--- config.mk ---
export PLATFORM = sky130hd
export DESIGN_NAME = wbuart_tx_scheduler
export DESIGN_NICKNAME = d
export VERILOG_FILES = /design/src/rtl/wbuart_tx_scheduler.sv
export SDC_FILE = /design/constraint.sdc
export NUM_CORES = 1
export LEC_CHECK = 0
export CAP_MARGIN = 20
export CELL_PAD_IN_SITES_DETAIL_PLACEMENT = 2
export CELL_PAD_IN_SITES_GLOBAL_PLACEMENT = 2
export CORE_MARGIN = 2
export CORE_UTILIZATION = 21
export DETAILED_ROUTE_END_ITERATION = 7
export GPL_ROUTABILITY_DRIVEN = 0
export GPL_TIMING_DRIVEN = 0
export PLACE_DENSITY_LB_ADDON = 0.1
export SLEW_MARGIN = 15
export SYNTH_ARGS = -nofsm -noshare
export SYNTH_HDL_FRONTEND = slang
export SYNTH_SLANG_ARGS = --single-unit
--- constraint.sdc ---
create_clock -name clk_i -period 3.9 [get_ports clk_i]
set_clock_uncertainty 0.15 [all_clocks]
set_input_delay 0.975 -clock clk_i [delete_from_list [all_inputs] [get_ports clk_i]]
set_output_delay 0.975 -clock clk_i [all_outputs]
set_load 0.005 [all_outputs]
--- src/rtl/wbuart_tx_scheduler.sv ---
// wbuart_tx_scheduler
// Arbitrates NREQ byte requesters onto a Wishbone-attached UART. Each granted
// byte is sent by polling SR until TXE (bit 1) is set, then writing TXDR.
// A pending CR write request always wins over requesters when idle.
//
// Ports
//   clk_i, rst_i          clock, synchronous active-high reset
//   req_valid_i/data_i    per-requester byte offer (byte i at [8i+7:8i])
//   req_ready_o           one-hot accept strobe, only ever high in IDLE
//   cfg_write_i/cfg_cr_i  request to program CR, value captured on accept
//   busy_o                high whenever the scheduler is not idle
//   sent_count_o          bytes written to TXDR (wraps)
//   wb_*                  pipelined Wishbone B4 master, one transfer per cycle
module wbuart_tx_scheduler #(
    parameter int unsigned NREQ      = 4,
    parameter logic [31:0] BASE_ADDR = 32'h0
) (
    input  logic                clk_i,
    input  logic                rst_i,
    input  logic [NREQ-1:0]     req_valid_i,
    input  logic [8*NREQ-1:0]   req_data_i,
    output logic [NREQ-1:0]     req_ready_o,
    input  logic                cfg_write_i,
    input  logic [31:0]         cfg_cr_i,
    output logic                busy_o,
    output logic [15:0]         sent_count_o,
    output logic [31:0]         wb_adr_o,
    output logic [31:0]         wb_dat_o,
    input  logic [31:0]         wb_dat_i,
    output logic                wb_we_o,
    output logic [3:0]          wb_sel_o,
    output logic                wb_stb_o,
    input  logic                wb_ack_i,
    output logic                wb_cyc_o,
    input  logic                wb_stall_i
);

    localparam int unsigned IDX_W   = (NREQ > 1) ? $clog2(NREQ) : 1;
    localparam logic [31:0] SR_ADDR   = BASE_ADDR;
    localparam logic [31:0] CR_ADDR   = BASE_ADDR + 32'h4;
    localparam logic [31:0] TXDR_ADDR = BASE_ADDR + 32'hC;

    typedef enum logic [2:0] {
        S_IDLE     = 3'd0,
        S_CFG_REQ  = 3'd1,
        S_CFG_ACK  = 3'd2,
        S_POLL_REQ = 3'd3,
        S_POLL_ACK = 3'd4,
        S_WR_REQ   = 3'd5,
        S_WR_ACK   = 3'd6
    } state_t;

    state_t             state_q;
    state_t             state_d;
    logic [IDX_W-1:0]   last_grant_q;
    logic [7:0]         byte_q;
    logic [31:0]        cr_q;
    logic [15:0]        sent_count_q;

    logic               grant_any;
    logic [IDX_W-1:0]   grant_idx;
    logic [IDX_W-1:0]   cand;
    logic               cfg_take;
    logic               req_take;

    // Only TXE is inspected from the status word.
    logic               unused_wb_dat;
    assign unused_wb_dat = ^{wb_dat_i[31:2], wb_dat_i[0]};

    // Round-robin pick: scan from the farthest candidate back to the nearest so
    // the first valid index strictly after last_grant is the one left standing.
    always_comb begin
        grant_any = 1'b0;
        grant_idx = '0;
        cand      = '0;
        for (int unsigned k = NREQ; k > 0; k--) begin
            cand = IDX_W'((32'(last_grant_q) + k) % NREQ);
            if (req_valid_i[cand]) begin
                grant_any = 1'b1;
                grant_idx = cand;
            end
        end
    end

    // Acceptance only in IDLE and never while reset is asserted; CR wins.
    assign cfg_take = (state_q == S_IDLE) && !rst_i && cfg_write_i;
    assign req_take = (state_q == S_IDLE) && !rst_i && !cfg_write_i && grant_any;

    // State register
    always_ff @(posedge clk_i) begin
        if (rst_i) begin
            state_q <= S_IDLE;
        end else begin
            state_q <= state_d;
        end
    end

    // Next-state logic; acks are only looked at in the *_ACK states.
    always_comb begin
        state_d = state_q;
        case (state_q)
            S_IDLE: begin
                if (cfg_take) begin
                    state_d = S_CFG_REQ;
                end else if (req_take) begin
                    state_d = S_POLL_REQ;
                end
            end
            S_CFG_REQ:  if (!wb_stall_i) state_d = S_CFG_ACK;
            S_CFG_ACK:  if (wb_ack_i)    state_d = S_IDLE;
            S_POLL_REQ: if (!wb_stall_i) state_d = S_POLL_ACK;
            S_POLL_ACK: begin
                if (wb_ack_i) begin
                    state_d = wb_dat_i[1] ? S_WR_REQ : S_POLL_REQ;
                end
            end
            S_WR_REQ:   if (!wb_stall_i) state_d = S_WR_ACK;
            S_WR_ACK:   if (wb_ack_i)    state_d = S_IDLE;
            default:    state_d = S_IDLE;
        endcase
    end

    // Outputs decoded from state; bus fields are zero whenever stb is low.
    always_comb begin
        req_ready_o = '0;
        busy_o      = (state_q != S_IDLE);
        wb_cyc_o    = (state_q != S_IDLE);
        wb_stb_o    = 1'b0;
        wb_adr_o    = '0;
        wb_dat_o    = '0;
        wb_we_o     = 1'b0;
        wb_sel_o    = '0;
        if (req_take) begin
            req_ready_o[grant_idx] = 1'b1;
        end
        case (state_q)
            S_CFG_REQ: begin
                wb_stb_o = 1'b1;
                wb_adr_o = CR_ADDR;
                wb_dat_o = cr_q;
                wb_we_o  = 1'b1;
                wb_sel_o = 4'hF;
            end
            S_POLL_REQ: begin
                wb_stb_o = 1'b1;
                wb_adr_o = SR_ADDR;
                wb_sel_o = 4'hF;
            end
            S_WR_REQ: begin
                wb_stb_o = 1'b1;
                wb_adr_o = TXDR_ADDR;
                wb_dat_o = {24'b0, byte_q};
                wb_we_o  = 1'b1;
                wb_sel_o = 4'hF;
            end
            default: ;
        endcase
    end

    // Captured payloads, arbitration pointer and sent counter
    always_ff @(posedge clk_i) begin
        if (rst_i) begin
            last_grant_q <= IDX_W'(NREQ - 1);
            byte_q       <= '0;
            cr_q         <= '0;
            sent_count_q <= '0;
        end else begin
            if (cfg_take) begin
                cr_q <= cfg_cr_i;
            end
            if (req_take) begin
                byte_q       <= req_data_i[8*grant_idx +: 8];
                last_grant_q <= grant_idx;
            end
            if ((state_q == S_WR_ACK) && wb_ack_i) begin
                sent_count_q <= sent_count_q + 16'd1;
            end
        end
    end

    assign sent_count_o = sent_count_q;

endmodule

==> impl_metrics.py, run 1 <==
metrics = {
    "floorplan": {
        "die_w_um": 130,
        "dieArea_sq_um": 16900,
        "fp-row-count": 46,
        "die-height_um": 130,
        "core_area_sq_um": 15700,
        "initial_utilization_pct": 21.2,
        "io_pins": 197,
    },
    "synthesis": {
        "synth.distinct_cells": 41,
        "syn_avg_cell_area_sq_um": 8.24,
        "syn_inst": 404,
        "synth_top_cell_area_share_pct": 36.7,
        "ys_top_cells_by_area": "dfxtp_1, nand3b_1, buf_4",
        "synth_enable_flop_cells": 0,
        "synth_seq_cells": 61,
        "ys_warn_count": 0,
        "synthTopCellsByCount": "nand2_1, dfxtp_1, nand3b_1",
        "synth.cell_area_sq_um": 3330,
        "synth_flop_cell": "dfxtp_1",
        "synth_most_common_cell": "nand2_1",
        "yosys.area.top_type": "dfxtp_1",
        "synth-async-reset-ratio_pct": 0,
        "ys_seq_area_share_pct": 36.7,
    },
    "grt": {
        "antenna_found_initial": 0,
        "grt_use_total_pct": 14.6,
        "grt-ovfl-total": 0,
        "grt_max_degree": 11,
        "grt_pass1_vias": 3561,
        "grt_pass1_wl_um": 19000,
    },
    "cells_and_area": {
        "syn2layout_area_growth_pct": 61.5,
        "fillCellCount": 1800,
        "final_util_pct": 34.2,
        "n_antenna_cell": 0,
        "final_nets": 689,
        "multi_input_area_sq_um": 1840,
        "seqCellArea_sq_um": 1220,
        "drive_gt1_share_pct": 12.3,
    },
    "worst_hold_path": {
        "min_path_cells": 2,
        "hp-class": "flip-flop to flip-flop",
    },
    "power": {
        "p_int_mw": 1.62,
        "p_seq_share_pct": 34.9,
        "power.total_mw": 2.36,
        "p_leak_nw": 2.27,
        "switching_share_pct": 31.6,
        "power_per_cell_area_nw_per_um2": 440,
        "combPwrFrac_pct": 35.4,
        "clkPwrFrac_pct": 29.7,
        "switchingPower_mw": 0.746,
        "ir_drop_uv": 209,
    },
    "worst_setup_path": {
        "r2r-start": "last_grant_q[1]",
        "start_kind": "input pin",
        "cp_max_fo": 10,
        "rrSetupSlack_ps": 1930,
        "critPathRequiredTime_ps": 2770,
        "endpoint_kind": "output pin",
        "arrival_ps": 2640,
        "critPathLaunch": "req_valid_i[1]",
        "critical_path_class": "input pin to output pin",
        "r2r_cells": 6,
        "reg2reg_to": "byte_q[0]",
        "worstSetupEndpoint": "req_ready_o[0]",
    },
    "clocking": {
        "root_buffer": "clkbuf_16",
        "cts_buffer_depth": 2,
        "cts_buffers": 9,
        "cts.sinks": 61,
        "insertion_delay_ps": 330,
        "cts_tree": "built",
        "cts.reportedPaths.clkPinSlew_ps": 50,
        "hold_buffers": 0,
        "cts_max_level": 3,
    },
    "route": {
        "drt_iter0_drc": 101,
        "via_count": 3392,
        "wirelength_um": 11900,
        "antenna_left": 0,
        "vias_per_cell": 4.23,
        "first_pass_iters": 4,
        "wl_per_cell_um": 14.9,
        "drc_errors": 0,
    },
    "sta": {
        "maxSlewViolCount": 0,
        "slew_headroom_pct": 60.3,
        "period_needed_ps": 3770,
        "finalSetupViolations": 0,
        "hold_viol": 0,
        "worst_slack_ps": 134,
        "hold_ws_ps": 316,
        "fin_crit_sh_pct": 96.6,
        "clock.fmax_mhz": 266,
        "worstMarginPinSlew_ps": 596,
        "rsz0062_at_grt": "false",
    },
    "placement": {
        "port_buffers": 134,
        "place_ws_ps": -357,
        "place_hpwl_um": 9290,
    },
    "status": {
        "status": "finished clean",
    },
    "flow_run": {
        "maxCapViolCount": 0,
    },
}
## cells in the final DEF, fill, tap and decap left out, types with 9 or more instances in the layout
| master | count |
|---|---|
| clkbuf_1 | 16 |
| nor2_1 | 25 |
| dfxtp_1 | 61 |
| conb_1 | 30 |
| buf_4 | 42 |
| mux2i_1 | 25 |
| clkbuf_16 | 9 |
| nand2_1 | 74 |
| and2_1 | 25 |
| clkdlybuf4s50_1 | 128 |
| nand3b_1 | 41 |
## cell families after synthesis
family / share of synthesized area, %
AO/OA/AOI/OAI: 7.14
XOR/XNOR: 2.89
adder cells (fa/ha/maj): 0.376
buffers and inverters: 12.3
flip-flops: 36.7
multiplexers: 7.51
other: 0.113
AND/OR/NAND/NOR: 33.0
## critical path, cell delays in order
cell             delay, ps
dlygate4sd2_1          290
or4_4                  580
nand3b_4               130
buf_6                  160
nor3b_2                 50
clkdlybuf4s50_1        450
## metal layers
layer | vias up | share of wire [%] | wire length [um] | track usage [%]
met4 | 0 | 1.5 | 184 | 4.93
met3 | 14 | 5.7 | 682 | 4.18
met2 | 80 | 51 | 6110 | 25.5
met5 | - | 0 | 0 | 0
li1 | 1654 | - | - | -
met1 | 1644 | 42 | 4960 | 17.1
## through the flow
stage               setup TNS (ps)  area (sq um)  std cells
floorplan                        0          3440        433
global placement             -1180          5050        783
detailed placement           -1290          5050        783
CTS                              0          5370        802
global route                     0          5380        802
finish                           0          5380        802
## flip-flops by register name, indices dropped and copies added (netlist names)
register,flops
last_grant_q,2
sent_count_o,16
state_q,3
cr_q,32
byte_q,8
## power groups by stage
stage / clock (mW) / combinational [mW] / sequential, mW
finish: 0.703 / 0.836 / 0.826
global route: 0.757 / 0.940 / 0.843
CTS: 0.732 / 0.852 / 0.826
detailed placement: 0 / 0.820 / 0.836
global placement: 0 / 0.804 / 0.829
floorplan: 0 / 0.445 / 0.804
## final cells by class
cell class	count	share of cell area (%)
buffer	61	7.31
clock buffer	12	4.40
clock inverter	2	0.233
inverter	8	0.558
multi-input combinational	303	34.3
sequential	61	22.7
tap	216	5.03
timing repair buffer	139	25.5
## worst min path at each step
stage / startpoint / to / slack (ps)
5_1_grt: cr_q[27] / cr_q[27] / 340
4_1_cts: cr_q[19] / cr_q[19] / 320
2_1_floorplan: cr_q[17] / cr_q[17] / 290
3_5_place_dp: cr_q[19] / cr_q[19] / 310
6_report: cr_q[19] / cr_q[19] / 320
3_3_place_gp: cr_q[27] / cr_q[27] / 310
## timing repair
| action | in CTS | in global routing |
|---|---|---|
| gates resized for setup | 15 | 3 |
| setup buffers | 5 | 0 |
| pin swaps | 2 | 0 |
| endpoints found under the setup margin | 4 | 1 |
(Power assumes the default switching activity.)
==> inputs of run 2 (changes only) <==
--- a/config.mk
+++ b/config.mk
@@ -13,6 +13,7 @@
 export DETAILED_ROUTE_END_ITERATION = 7
 export GPL_ROUTABILITY_DRIVEN = 0
 export GPL_TIMING_DRIVEN = 0
+export HOLD_SLACK_MARGIN = 0.1
 export PLACE_DENSITY_LB_ADDON = 0.1
 export SLEW_MARGIN = 15
 export SYNTH_ARGS = -nofsm -noshare
==> constraint.sdc (replaced) <==
create_clock -name clk_i -period 3.9 [get_ports clk_i]
set_clock_uncertainty 0.15 [all_clocks]
set_input_delay 0.585 -clock clk_i [delete_from_list [all_inputs] [get_ports clk_i]]
set_output_delay 0.585 -clock clk_i [all_outputs]
set_load 0.005 [all_outputs]
==> impl_metrics.py, run 2 (same netlist as run 1, synthesis figures left out) <==
metrics = {
    "status": {
        "status": "finished clean",
    },
    "power": {
        "power_per_cell_area_nw_per_um2": 440,
        "p_leak_nw": 2.21,
        "clkPwrFrac_pct": 30.1,
        "p_seq_share_pct": 35.3,
        "switchingPower_mw": 0.734,
        "p_int_mw": 1.60,
        "ir_drop_uv": 208,
        "switching_share_pct": 31.5,
        "combPwrFrac_pct": 34.6,
        "power.total_mw": 2.33,
    },
    "worst_setup_path": {
        "critPathRequiredTime_ps": 3160,
        "arrival_ps": 2730,
        "cp_max_fo": 10,
        "start_kind": "input pin",
        "endpoint_kind": "output pin",
        "critical_path_class": "input pin to output pin",
    },
    "sta": {
        "finalSetupViolations": 0,
        "maxSlewViolCount": 0,
        "period_needed_ps": 3460,
        "clock.fmax_mhz": 289,
        "fin_crit_sh_pct": 88.8,
        "hold_viol": 0,
        "slew_headroom_pct": 60.0,
        "worstMarginPinSlew_ps": 600,
        "rsz0062_at_grt": "false",
        "setup_tns_ps": 0,
    },
    "placement": {
        "place_hpwl_um": 9290,
        "dp_cells": 783,
        "port_buffers": 134,
    },
    "clocking": {
        "hold_buffers": 0,
        "cts_buffers": 9,
        "post-cts-setup-buffers": 0,
        "insertion_delay_ps": 330,
        "root_buffer": "clkbuf_16",
        "cts_buffer_depth": 2,
        "cts.reportedPaths.clkPinSlew_ps": 50,
        "cts.sinks": 61,
        "postCtsResizedCells": 0,
        "cts_max_level": 3,
        "cts_tree": "built",
    },
    "cells_and_area": {
        "seqCellArea_sq_um": 1220,
        "syn2layout_area_growth_pct": 59.1,
        "final_nets": 684,
        "n_antenna_cell": 0,
        "drive_gt1_share_pct": 10.8,
        "final_cell_mix": "clkdlybuf4s50_1, nand2_1, dfxtp_1",
        "largest_reg_flops": 32,
        "multi_input_area_sq_um": 1810,
        "instances_no_fill": 797,
        "fillCellCount": 1797,
        "final_common_cell": "clkdlybuf4s50_1",
        "regMostFlops": "cr_q",
    },
    "floorplan": {
        "die_w_um": 130,
        "initial_utilization_pct": 21.2,
        "fp-row-count": 46,
        "io_pins": 197,
        "dieArea_sq_um": 16900,
        "die-height_um": 130,
        "core_area_sq_um": 15700,
    },
    "worst_hold_path": {
        "hp-class": "flip-flop to flip-flop",
    },
    "route": {
        "via_count": 3373,
        "wl_per_cell_um": 14.9,
        "wirelength_um": 11900,
        "vias_per_cell": 4.23,
        "antenna_left": 0,
        "drt_iter0_drc": 88,
        "first_pass_iters": 3,
        "drc_errors": 0,
    },
    "grt": {
        "grt_pass1_vias": 3524,
        "grt_pass1_wl_um": 18900,
        "antenna_found_initial": 0,
        "grt_max_degree": 11,
        "grt-ovfl-total": 0,
        "grt_use_total_pct": 14.5,
    },
    "flow_run": {
        "maxCapViolCount": 0,
    },
}
==> run 2: through the flow <==
| stage | util (%) | hold WS (ps) | cell area, sq um | worst slack, ps |
|---|---|---|---|---|
| 2_1_floorplan | - | 295 | 3440 | 1580 |
| 3_3_place_gp | 32.1 | 306 | 5050 | 439 |
| 3_5_place_dp | 32.1 | 312 | 5050 | 423 |
| 6_report | 33.7 | 315 | 5300 | 436 |
| 5_1_grt | 33.7 | 343 | 5300 | 298 |
| 4_1_cts | 33.7 | 322 | 5300 | 414 |
==> run 2: power groups by stage <==
stage / clock network (mW) / logic [mW] / registers [mW]
floorplan: 0 / 0.445 / 0.804
global placement: 0 / 0.804 / 0.829
detailed placement: 0 / 0.820 / 0.836
CTS: 0.732 / 0.826 / 0.825
global route: 0.757 / 0.906 / 0.839
finish: 0.701 / 0.806 / 0.823
==> run 2: critical path: stages <==
cell and delay, ps:
clkdlybuf4s50_1 490, or4_1 610, nand3b_2 210, buf_2 270
nor3b_1 80, clkdlybuf4s50_1 470
==> run 2: routing by layer <==
layer  vias up  wire [um]  track usage (%)
met5         -          0                0
met2        77       6050             25.2
li1       1646          -                -
met4         0        175             4.93
met3        13        676             4.18
met1      1637       5000             17.1
==> run 2: final cells by class <==
type	instances	share of cell area [%]
Tap cell	216	5.10
Inverter	8	0.567
Buffer	61	7.18
Multi-Input combinational cell	303	34.1
Sequential cell	61	23.0
Clock inverter	2	0.236
Clock buffer	12	4.46
Timing Repair Buffer	134	25.3
==> run 2: final timing paths <==
kind | from | end | slack (ps) | depth (start not counted)
max | req_valid_i[1] | req_ready_o[0] | 440 | 6
min | cr_q[19] | cr_q[19] | 320 | 2
min reg2reg | cr_q[19] | cr_q[19] | 320 | 2
max reg2reg | state_q[2] | byte_q[5] | 1920 | 6
==> RTL edit 1: new RTL, settings of run 1 <==
Reset style: asynchronous (`rst_i`), changed in 2 clocked blocks. Comments in the files are not updated.
--- a/src/rtl/wbuart_tx_scheduler.sv
+++ b/src/rtl/wbuart_tx_scheduler.sv
@@ -89,3 +89,3 @@
     // State register
-    always_ff @(posedge clk_i) begin
+    always_ff @(posedge clk_i or posedge rst_i) begin
         if (rst_i) begin
@@ -160,3 +160,3 @@
     // Captured payloads, arbitration pointer and sent counter
-    always_ff @(posedge clk_i) begin
+    always_ff @(posedge clk_i or posedge rst_i) begin
         if (rst_i) begin
Formal check against the unedited RTL: differs if rst_i is asserted again (counterexample within 4 cycles, from zero or initial values and one cycle with rst_i high); with rst_i held inactive, the same outputs for 10 cycles.
==> RTL edit 1 against run 1 <==
  * Sequential cell count did not move
  * Via count fell by 16%
  * Global-route usage fell by 1.9 points
  * Power rose by 45%
  * Worst setup slack got worse by 0.0085 ns
  * Cell count fell by 10%
  * Final area rose by 5.1%
  * Area after synthesis rose by 7.2%
  * Critical path depth rose by 1
  * Routed wire length fell by 8.6%
  * Critical path type unchanged
  * Highest routed layer unchanged
==> RTL edit 1: results (changes against run 1) <==
GRT
  – Total GRT Usage: 12.6% (-1.9 points)
  – Vias in the first global route: 3,269 (-8.2%)
  – Global-route wire length before repair: 17,900 um (-6.1%)
  – Pin count of the biggest net entering global routing: 34 (+23)

CTS
  – Worst-Skew Late Latency: 0.33 ns (about the same)
  – CTS root buf: clkbuf_16
  – Clock Pin Slew Worst Setup and Hold Paths: 0.05 ns (about the same)

Routing
  – Initial DRC count: 92 (-8.9%)
  – Post-Route WL: 10,900 um (-8.6%)
  – DR vias/cell: 3.97 (-6.2%)
  – Drt first pass iters: 4 (unchanged)
  – Antenna-violating nets left: 0 (unchanged)
  – Routed WL per cell: 15.2 um (+1.9%)

Setup path
  – FF-to-FF End: sent_count_o[13]
  – Crit path DAT: 2.65 ns (about the same)
  – Reg2Reg Depth: 7 (+1)
  – R2R setup slack: 1.79 ns (-0.14 ns)
  – CP Launch Point: cfg_write_i
  – Reg-to-Reg Start: state_q[0]
  – Worst path slowest cell: clkdlybuf4s50_1
  – CP peak stage delay: 0.42 ns (-0.16 ns)

Placed design
  – Placed cells: 704 (-10%)
  – IO buf count: 135 (+0.75%)
  – Post-DP HPWL: 8500 um (-8.5%)
  – Placed cell areas: 0.00533 sq mm (+5.5%)

Layout
  – # diodes: 0 (unchanged)
  – Ratio of cells with drive above 1 in the final layout: 23.0% (+11 points)
  – Top reg by flops: cr_q
  – Final #Nets: 603 (-12%)
  – # fillers: 1,792 (-0.44%)

Min path
  – Hold Startpoint: sent_count_o[15]
  – WHS Endpoint: sent_count_o[15]
  – Hold Path Depth: 1 (-1)

Yosys
  – FFs w/ async S/R, synth: 100% (+100 points)
  – Unique masters post-synth: 42 (+2.4%)
  – Sequential-to-total area share from yosys stat: 42.8% (+6.2 points)
  – Yosys top cell area share: 41.4% (+4.7 points)
  – Mapped Avg Cell Area: 11.2 sq um (+36%)
  – Top cells by count, synth: dfrtp_1 (59), buf_4 (38), mux2_4 (30)
  – Top FF cell, synth: dfrtp_1
  – Top cells by area, synth: dfrtp_1 (41%), mux2_4 (13%), buf_4 (8.0%)

Pwr
  – Pleak: 2.64 nW (+16%)
  – VDD IR max: 0.148 mV (-29%)

STA
  – Slew margin rel.: 51.1% (-9.1 points)

Run status
  – Status: finished clean
RTL edit 1: cell types whose count changed in the layout (fill, tap and decap cells not counted), moves of 11 or more:
cell | before | now
clkbuf_1 | 16 | 5
dfrtp_1 | 0 | 59
dfxtp_1 | 61 | 0
mux2_2 | 0 | 12
mux2_4 | 0 | 30
nand2_1 | 74 | 20
nand3b_1 | 41 | 0
RTL edit 1: worst max path at each step:
stage / endpoint / slack, ns / cells after the start
2_1_floorplan: req_ready_o[1] / 0.81 / 6
3_3_place_gp: req_ready_o[1] / -0.42 / 8
3_5_place_dp: req_ready_o[1] / -0.44 / 8
4_1_cts: req_ready_o[1] / 0.04 / 7
5_1_grt: wb_dat_o[31] / 0.03 / 6
6_report: req_ready_o[1] / 0.13 / 7
RTL edit 1: what timing repair did:
action,in CTS,in global routing
pin swaps,2,2
endpoints found under the setup margin,4,2
resized for setup,10,3
setup buffers,1,1
RTL edit 1: layout make-up:
cell class                      count  area [sq um]  share of cell area [%]
Clock inverter                      1          30.0                   0.531
Sequential cell                    61          1530                    27.0
Timing Repair Buffer              138          1380                    24.5
Multi-Input combinational cell    229          1740                    30.8
Tap cell                          220           275                    4.87
Clock buffer                       13           270                    4.78
Inverter                            5          21.3                   0.376
Buffer                             53           402                    7.10
RTL edit 1: cell families (layout without fill, tap and decap cells):
family,after synthesis,count (layout),share of synthesized area (%)
adders and majority gates,1,1,0.350
muxes,68,68,23.7
xor gates and xnor gates,15,15,3.68
other,1,30,0.105
buffers and inverters,58,210,11.5
AOI/OAI and AO/OA,23,23,4.14
DFF,61,61,42.8
and+or+nand+nor,92,92,13.7
RTL edit 1: metrics by stage:
stage | hold slack [ns] | power, mW | worst slack [ns]
2_1_floorplan | 0.299 | 1.93 | 0.807
3_3_place_gp | 0.307 | 2.59 | -0.421
3_5_place_dp | 0.311 | 2.63 | -0.437
4_1_cts | 0.318 | 3.50 | 0.0407
5_1_grt | 0.351 | 3.68 | 0.0318
6_report | 0.314 | 3.42 | 0.126
RTL edit 1: worst max-delay path: cells and delay by family:
| family | cells | cell delay (ns) |
|---|---|---|
| buffers and inverters | 4 | 1.01 |
| AOI/OAI and AO/OA | 1 | 0.28 |
| and+or+nand+nor | 2 | 0.38 |
RTL edit 1: where the power goes:
| part | switching, mW | leakage, nW | internal [mW] |
|---|---|---|---|
| logic | 0.589 | 1.73 | 0.980 |
| clock network | 0.282 | 0.148 | 0.540 |
| registers | 0.145 | 0.763 | 0.886 |
RTL edit 1: layer usage:
layer	wire length, um	vias up	track usage [%]	share of wire [%]
met5	0	-	0	0
met4	204	0	5.44	1.9
met3	897	13	3.97	8.2
met2	5040	111	20.5	46
met1	4770	1368	15.4	44
li1	-	1364	-	-
==> RTL edit 2: new RTL, config.mk and constraints of run 1 <==
Made on the original files. Change the parameter `NREQ` from 4 to 2.
--- a/src/rtl/wbuart_tx_scheduler.sv
+++ b/src/rtl/wbuart_tx_scheduler.sv
@@ -14,3 +14,3 @@
 module wbuart_tx_scheduler #(
-    parameter int unsigned NREQ      = 4,
+    parameter int unsigned NREQ      = 2,
     parameter logic [31:0] BASE_ADDR = 32'h0
Ports: changed (resized req_data_i, req_ready_o and req_valid_i); port bits go from 197 to 177. The function was not compared with the original's and may differ.
==> RTL edit 2 against run 1 <==
  * Final area down 8.6%
  * Sequential share of layout area up 1.7 points
  * Register-to-register slack worse by 0.40 ns
  * Area after synthesis down 6.7%
  * Worst setup slack better by 0.082 ns
  * Routed wire length down 13%
  * Highest routed layer unchanged
  * Sequential cell count down 1
  * Cell count down 9.7%
Power is not compared: it rests on default switching activity, and its combinational part moved more than twofold at a synthesized area within 25%.
==> RTL edit 2: results (changes against run 1) <==
Yosys
  – Syn Inst Count: 379 (-6.2%)
  – Synth Area in Compound Gates: 11.7% (+4.6 points)
  – Top cells by area, synth: dfxtp_1 (39%), buf_4 (8.7%), nand2b_1 (6.6%)

STA
  – Max Freq: 271 MHz (+2.2%)
  – Slew margin rel.: 37.6% (-23 points)

GRT
  – Met1 Use GR: 15.5% (-1.6 points)
  – Vias in the first global route: 3,241 (-9.0%)
  – Met2 usage: 23.1% (-2.4 points)
  – Met3 GRT Util: 4.63% (+0.45 points)

Layout
  – Final #Nets: 625 (-9.3%)
  – Ratio of cells with drive above 1 in the final layout: 12.8% (+0.49 points)
  – # fillers: 1,676 (-6.9%)
  – Area of the multi-input gates: 0.00160 sq mm (-13%)

Placed design
  – Post-DP HPWL: 7930 um (-15%)
  – Placed cell areas: 0.00459 sq mm (-9.2%)

Setup path
  – Worst-path fanout max: 4 (-6)
  – Worst path slowest cell: clkdlybuf4s50_1
  – CP peak stage delay: 0.52 ns (-0.06 ns)

Routing
  – Via Count: 3,053 (-10%)
  – Initial DRC count: 97 (-4.0%)
  – Met1 WL: 4400 um (-11%)
  – WL met2: 5140 um (-16%)
  – DR WL met3: 698 um (+2.3%)
  – Post-Route WL: 10,400 um (-13%)

Min path
  – Hold Startpoint: cr_q[25]

CTS
  – Post CTS Setup Buffer Count: 2 (-3)

Run status
  – Status: finished clean
==> RTL edit 2: cell types whose count changed after synthesis, sizes merged, moves of 3 or more <==
cell and delta:
xnor2 +3, nand2b +28, nand2 -34, a211oi +8
nand3b -42, xor2 -3, o21ai +28, nor2 +8
mux2i -9, o221ai -9, nor4 +3
==> RTL edit 2: path summary, 6_finish.rpt <==
kind | to | slack [ns] | depth (start not counted)
max | req_ready_o[0] | 0.22 | 6
min | cr_q[25] | 0.32 | 2
max reg2reg | cr_q[16] | 1.53 | 6
min reg2reg | cr_q[25] | 0.32 | 2
==> RTL edit 2: final cells by class <==
| type | count | share of cell area [%] |
|---|---|---|
| plain buffers | 60 | 8.02 |
| clock buffers | 12 | 5.22 |
| flip-flops and latches | 60 | 24.4 |
| well taps | 184 | 4.69 |
| repair buffers | 118 | 23.8 |
| inverters | 8 | 0.611 |
| multi-input cells | 280 | 32.5 |
| clock inverters | 2 | 0.713 |
